[config.mk]
export PLATFORM = sky130hd
export DESIGN_NAME = psum_accum_array
export DESIGN_NICKNAME = d
export VERILOG_FILES = /design/src/rtl/psum_accum_array.sv
export SDC_FILE = /design/constraint.sdc
export NUM_CORES = 1
export LEC_CHECK = 0
export CORE_MARGIN = 5
export CORE_UTILIZATION = 49
export CTS_CLUSTER_DIAMETER = 200
export CTS_CLUSTER_SIZE = 14
export DETAILED_ROUTE_END_ITERATION = 8
export GPL_TIMING_DRIVEN = 0
export PLACE_DENSITY = 0.83
export SLEW_MARGIN = 15
export SYNTH_ARGS = -nofsm -noshare
export SYNTH_HDL_FRONTEND = slang
export SYNTH_SLANG_ARGS = --single-unit
[constraint.sdc]
create_clock -name clk -period 4.2 [get_ports clk]
set_clock_uncertainty 0.2 [all_clocks]
set_input_delay 0.42 -clock clk [delete_from_list [all_inputs] [get_ports clk]]
set_output_delay 0.42 -clock clk [all_outputs]
set_load 0.05 [all_outputs]
[src/rtl/psum_accum_array.sv]
// ============================================================================
// Module      : psum_accum_array
// Description : N_CH-lane partial-sum accumulator over a configurable number
//               of beats, with optional saturation and a single-entry output.
// Revision    : 1.0 - initial release
// ============================================================================
`default_nettype none

module psum_accum_array #(
    parameter int DATA_WIDTH = 32,
    parameter int N_CH       = 4,
    parameter int CNT_WIDTH  = 8,
    parameter int SATURATE   = 1
) (
    input  logic                       clk,
    input  logic                       rst,
    input  logic [CNT_WIDTH-1:0]       cfg_acc_len,
    input  logic                       in_valid,
    output logic                       in_ready,
    input  logic [N_CH*DATA_WIDTH-1:0] in_data,
    output logic                       out_valid,
    input  logic                       out_ready,
    output logic [N_CH*DATA_WIDTH-1:0] out_data,
    output logic [N_CH-1:0]            out_sat,
    output logic                       busy
);

    localparam logic [CNT_WIDTH-1:0] c_one = CNT_WIDTH'(1);

    typedef enum logic [0:0] {
        IDLE = 1'b0,
        ACC  = 1'b1
    } state_t;

    state_t                      r_state;
    state_t                      w_state_nxt;
    logic [CNT_WIDTH-1:0]        r_cnt;
    logic [CNT_WIDTH-1:0]        w_cnt_nxt;
    logic [CNT_WIDTH-1:0]        r_len;
    logic [CNT_WIDTH-1:0]        w_cfg_len;
    logic                        w_first;
    logic                        w_last;
    logic                        w_fire;

    logic [N_CH*DATA_WIDTH-1:0]  r_acc;
    logic [N_CH-1:0]             r_sat;
    logic [N_CH*DATA_WIDTH-1:0]  w_res;
    logic [N_CH-1:0]             w_flag;
    logic                        r_out_valid;
    logic [N_CH*DATA_WIDTH-1:0]  r_out_data;
    logic [N_CH-1:0]             r_out_sat;

    assign w_cfg_len = (cfg_acc_len == '0) ? c_one : cfg_acc_len;
    assign w_first   = (r_state == IDLE);
    assign w_last    = w_first ? (w_cfg_len == c_one) : (r_cnt == (r_len - c_one));

    // A last beat may only enter when the output register is free or draining.
    assign in_ready  = !rst && !(w_last && r_out_valid && !out_ready);
    assign w_fire    = in_valid && in_ready;

    assign out_valid = r_out_valid;
    assign out_data  = r_out_data;
    assign out_sat   = r_out_sat;
    assign busy      = (r_state == ACC);

    always_comb begin
        w_state_nxt = r_state;
        w_cnt_nxt   = r_cnt;
        if (w_fire) begin
            if (w_last) begin
                w_state_nxt = IDLE;
                w_cnt_nxt   = '0;
            end else if (w_first) begin
                w_state_nxt = ACC;
                w_cnt_nxt   = c_one;
            end else begin
                w_cnt_nxt   = r_cnt + c_one;
            end
        end
    end

    always_ff @(posedge clk) begin
        if (rst) begin
            r_state <= IDLE;
            r_cnt   <= '0;
            r_len   <= '0;
        end else begin
            r_state <= w_state_nxt;
            r_cnt   <= w_cnt_nxt;
            if (w_fire && w_first) begin
                r_len <= w_cfg_len;
            end
        end
    end

    for (genvar c = 0; c < N_CH; c++) begin : g_lane
        logic [DATA_WIDTH-1:0] w_base;
        logic [DATA_WIDTH-1:0] w_in;
        logic [DATA_WIDTH-1:0] w_sum;
        logic                  w_ovf;

        // The first beat starts from zero, so no clear cycle is needed between sums.
        assign w_base = w_first ? '0 : r_acc[c*DATA_WIDTH +: DATA_WIDTH];
        assign w_in   = in_data[c*DATA_WIDTH +: DATA_WIDTH];
        assign w_sum  = w_base + w_in;
        assign w_ovf  = (w_base[DATA_WIDTH-1] == w_in[DATA_WIDTH-1]) &&
                        (w_sum[DATA_WIDTH-1] != w_base[DATA_WIDTH-1]);
        assign w_flag[c] = (w_first ? 1'b0 : r_sat[c]) | w_ovf;

        if (SATURATE != 0) begin : g_sat
            assign w_res[c*DATA_WIDTH +: DATA_WIDTH] =
                !w_ovf ? w_sum :
                (w_base[DATA_WIDTH-1] ? {1'b1, {(DATA_WIDTH-1){1'b0}}}
                                      : {1'b0, {(DATA_WIDTH-1){1'b1}}});
        end else begin : g_wrap
            assign w_res[c*DATA_WIDTH +: DATA_WIDTH] = w_sum;
        end
    end

    always_ff @(posedge clk) begin
        if (rst) begin
            r_acc       <= '0;
            r_sat       <= '0;
            r_out_valid <= 1'b0;
            r_out_data  <= '0;
            r_out_sat   <= '0;
        end else begin
            if (w_fire) begin
                r_acc <= w_res;
                r_sat <= w_flag;
            end
            if (w_fire && w_last) begin
                r_out_data  <= w_res;
                r_out_sat   <= w_flag;
                r_out_valid <= 1'b1;
            end else if (out_ready) begin
                r_out_valid <= 1'b0;
            end
        end
    end

endmodule

`default_nettype wire

### After elaboration in Yosys (flattened, before gate mapping)

Cells that the tools add are included.

| operators by class | value |
|---|---|
| $add $sub $neg | 6 |
| equal/unequal tests | 10 |
| multiplexer cells | 23 |
| bitwise gates (word level) | 5 |
| reduce and logical (&&, ||, !) cells | 15 |

Operators with widths:

| cell | count |
|---|---|
| $mux 32 | 12 |
| $add 32x32->32 | 4 |
| $mux 8 | 3 |
| $logic_and 1x1->1 | 10 |
| $add 8x1->8 const B | 1 |
| $eq 8x1->1 const B | 1 |
| $eq 8x8->1 | 1 |
| $logic_not 8->1 | 1 |
| $mux 1 | 8 |
| $sub 8x1->8 const B | 1 |
| $eq 1x1->1 | 4 |
| $ne 1x1->1 | 4 |
| $or 1x1->1 | 4 |
| $logic_not 1->1 | 3 |
| $reduce_bool 2->1 | 1 |
| $not 1->1 | 1 |

| word-level totals | value |
|---|---|
| bits in registers | 282 |
| input port bits | 140 |

### Depth between registers and ports, before layout

| logic depth | value |
|---|---|
| word-level depth | 11 |
| gate-level depth with buffers | 17 |

### Least setup slack after synthesis

Ideal clock, no wire load.

| timing | value |
|---|---|
| path kind | reg2reg |
| start point | register r_state (netlist: busy) |
| end point | register r_acc[62] |
| arrival | 3938 ps |
| data required time | 3872 ps |
| path slack | -66 ps |
| cell stages (with the launch flop) | 17 |
| period minus slack after synthesis | 4266 ps |
| path through | dfxtp_1 > clkbuf_1 > clkbuf_1 > clkbuf_1 > and2_1 > ha_1 > inv_1 > fa_1 > nand2b_1 > a211oi_1 > o21ai_0 > o21a_1 > a31oi_1 > a31oi_1 > nor3_1 > xnor2_1 > o211ai_1 |

| on the way | value |
|---|---|
| longest elaborated chain between the ends | 6 |

Ends and longest elaborated chain:

| element | line | RTL |
|---|---|---|
| start, declared | 35 | `state_t r_state;` |
| start signal, assigned | 88 | `r_state <= w_state_nxt;` |
| parallel branches: the longest is 6 deep, another holds $add 32x32->32 | -- |  |
| end signal, assigned | 129 | `r_acc <= w_res;` |
| end, declared | 45 | `logic [N_CH*DATA_WIDTH-1:0] r_acc;` |

Several ways; the timed one is not identified.
A chain may end at the register's enable or synchronous reset.

### Worst setup path in the final report

| timing | value |
|---|---|
| start point | register r_state (netlist: busy) |
| end point | register r_out_data[77] (netlist: out_data[77]) |

| on the way | value |
|---|---|
| longest elaborated chain between the ends | 7 |

Ends and longest elaborated chain:

| element | line | RTL |
|---|---|---|
| parallel branches: the longest is 7 deep, another holds $add 32x32->32 | -- |  |
| end signal, assigned | 133 | `r_out_data <= w_res;` |
| end, declared | 50 | `logic [N_CH*DATA_WIDTH-1:0] r_out_data;` |

Several ways; the timed one is not identified.

==> results.toml <==
[status]
result_of_the_run = "complete, no violations"

[route]
viasPerCell = 6.125
finalWirelength_um = 62930
first_pass_iters = 6
wl_per_cell_um = 20.74
drt.antenna.violating_nets = 0
drcViolationCount = 0
num_vias = 18590
drtIter0Drc = 1332

[global_routing]
initial_antenna_violation_count = 3
grt.overflow.total = 0
wire_length_of_the_first_global_routing_pass_um = 96390
via_count_of_the_first_global_routing_pass = 18140
groute.usage.overall_pct = 29.94
grt_max_degree = 15

[final_layout]
num-fill-cells = 3191
mostFrequentLayoutCell = "a21oi_1"
fraction_of_final_layout_cells_sized_beyond_drive_strength_1_pct = 6.104
register_area_sq_um = 5649
area_of_the_multi_input_gates_sq_um = 11510
commonest_cells_after_routing_fill_and_taps_aside = "454 x a21oi_1, 281 x dfxtp_1, 273 x clkdlybuf4s50_1, 183 x o21ai_0, 133 x and2_1"
core_util_final_pct = 61.93
nNetsFinal = 2842
syn2layout_area_growth_pct = 24.53

[timing]
slew-limit-headroom_pct = 32.47
finalWorstPathRequiredPeriod_ns = 4.021
drv_slew = 0
timing.final.hold_violations = 0
setup_viol = 0
worst_pin_slew_ns = 1.013
timing.hold.ws_ns = 0.2491
fmax_ghz = 0.2487
finalWorstSetupSlack_ns = 0.1787
finalCritPeriodShare_pct = 95.75

[cts]
cts_inserted_buffers = 24
clock_tree.root_cell = "clkbuf_16"
cts_tree = "yes"
cts.sink_count = 282
cts_htree_levels = 1
cts.path.max_buffers = 3
clock_latency_ns = 0.55
clk_pin_slew_worst_paths_ns = 0.07

[setup_path]
worst-path-max-fanout = 10
path_class = "reg -> reg"
arrival_ns = 4.21
reg2reg_setup_slack_ns = 0.18
end_kind = "flop"
worst_ep_required_time_ns = 4.39
type_of_origin_of_the_critical_path = "flop"

[placement]
detailedPlace.worstSlack_ns = -1.326
detailed_place_hpwl_um = 47980
place.port_buffers = 274
place_congestion = 0.9527

[synth]
synthDistinctLibCells = 76
synth_ff_type = "dfxtp_1"
synth_edf_count = 0
yosys_warnings = 0
synthXorXnorAreaFrac_pct = 5.496
yosys.area_share.adder_pct = 9.478
synth-seq-area-share_pct = 31.91
seq_cells_post_synth = 282
synthesized_area_fraction_occupied_by_ao_oa_aoi_and_oai_cells_pct = 29.59
postSynth.asyncResetShare_pct = 0
synth.cell_area_sq_um = 17690
netlist_instances = 2272
synth.mux.area_fraction_pct = 0.5093
syn-num-nets = 2542
synthSimpleGateAreaFrac_pct = 18.47
synth_top_family_by_area = "compound AO/OA/AOI/OAI gates"
synth_area_per_inst_sq_um = 7.786

[die]
start_util_pct = 49.73
core.rowCount = 69
design.die.area_sq_um = 40000
fp.dieH_um = 200
chipWidth_um = 200
core_sq_um = 35570
floorplan.io_pins = 275

[flow_run]
drv.max_cap_violation_count = 0

[power]
total_leakage_power_nw = 8.903
power_density_nw_per_um2 = 344.2
ir_worst_vdd_v = 0.0003606

[min_path]
hold_path_class = "reg -> reg"
-- flip-flops by register name, indices dropped and copies added, names as in the netlist --
signal and cells:
r_acc 128, r_cnt 8, busy 1, out_valid 1, out_sat 4, r_sat 4, out_data 128, r_len 8
-- timing repair --
action | CTS | global route
hold buffers | 0 | 0
pin swaps | 2 | 7
buffers inserted | 2 | 3
setup endpoints to repair | 264 | 248
hold endpoints to repair | 0 | 0
resized for setup | 50 | 58
-- logic make-up (layout without fill, tap and decap cells) --
| logic type | after synthesis | in the layout |
|---|---|---|
| AOI/OAI and AO/OA | 908 | 908 |
| and+or+nand+nor | 634 | 634 |
| DFF | 282 | 282 |
| buffers and inverters | 196 | 496 |
| adders and majority gates | 132 | 132 |
| xor gates and xnor gates | 111 | 111 |
| muxes | 9 | 9 |
| other | 0 | 2 |
-- critical path: stages (launching register included) --
cell and delay, ns:
dfxtp_4 0.40, buf_6 0.16, buf_8 0.18, clkbuf_4 0.23, and2_1 0.14, ha_1 0.22, clkbuf_1 0.20, a21o_1 0.26
a311oi_2 0.26, o31ai_2 0.13, a211oi_2 0.28, o221ai_1 0.22, nor2_2 0.19, nand4_1 0.11, buf_4 0.18, buf_4 0.18
a21oi_1 0.23, a21oi_1 0.11
-- power breakdown --
group | switching, mW | total, mW | internal (mW)
Combinational | 1.48 | 2.43 | 0.942
Clock | 1.02 | 2.07 | 1.05
Sequential | 0.147 | 3.08 | 2.94
-- layer usage --
metal / global-route usage, % / up-vias / wire (um)
met5: 0 / - / 13
met4: 13.71 / 2 / 3201
met3: 3.726 / 181 / 4740
met2: 48.69 / 849 / 28590
met1: 39.91 / 8764 / 26390
li1: - / 8792 / -
-- final timing paths --
path / depth (start not counted) / from / endpoint
setup / recovery: 17 / busy / out_data[77]
hold / removal: 2 / r_acc[119] / r_acc[119]
setup reg to reg: 17 / busy / out_data[77]
hold reg to reg: 2 / r_acc[119] / r_acc[119]
-- cell usage after synthesis, types with 5 or more instances --
cell type    n  area, sq um
a21oi_1    472         2362
dfxtp_1    282         5645
o21ai_0    190        950.9
and2_1     133        832.1
ha_1       126         1577
nand2_1    125        469.2
nor2_1     125        469.2
clkbuf_1   107        401.6
nand3_1    105        525.5
xnor2_1     69        604.3
a21o_1      48        360.4
inv_1       47        176.4
xor2_1      42        367.9
o211ai_1    34        255.2
a211oi_1    32        240.2
a31oi_1     30        187.7
buf_2       29        145.1
nand2b_1    25        156.4
nand4_1     25        156.4
nor3_1      19        95.09
and3_1      14        87.58
or3_1       14        87.58
nor2b_1     12        75.07
o21a_1      12        90.09
o21bai_1    12        90.09
mux2i_1      9        90.09
o21ai_1      8        40.04
or2_2        8        50.05
a21boi_0     6        45.04
nor3b_1      6        45.04
buf_1        5        18.77
o211a_1      5        50.05
o31a_1       5        43.79
o31ai_1      5        37.54
o41ai_1      5        43.79
-- final cells by class --
type                            count  area share, %
Clock buffer                       25          2.840
Tap cell                          461          2.618
Clock inverter                      1        0.07384
Inverter                           48         0.8179
Timing Repair Buffer              279          12.63
Antenna cell                        2        0.02272
Multi-Input combinational cell   1794          52.24
Buffer                            143          3.113
Sequential cell                   282          25.64
-- per-stage QoR --
| step | power (mW) | instances | TNS, ns | instance area [sq um] |
|---|---|---|---|---|
| global route | 7.926 | 3035 | -0.05515 | 22030 |
| detailed placement | 5.443 | 3007 | -225.42 | 21010 |
| CTS | 7.531 | 3035 | 0 | 21840 |
| finish | 7.583 | 3035 | 0 | 22030 |
| floorplan | 4.697 | 2272 | 0 | 17690 |
| global placement | 5.396 | 3007 | -214.49 | 21010 |
No activity file was read; power rests on OpenSTA's default activity.
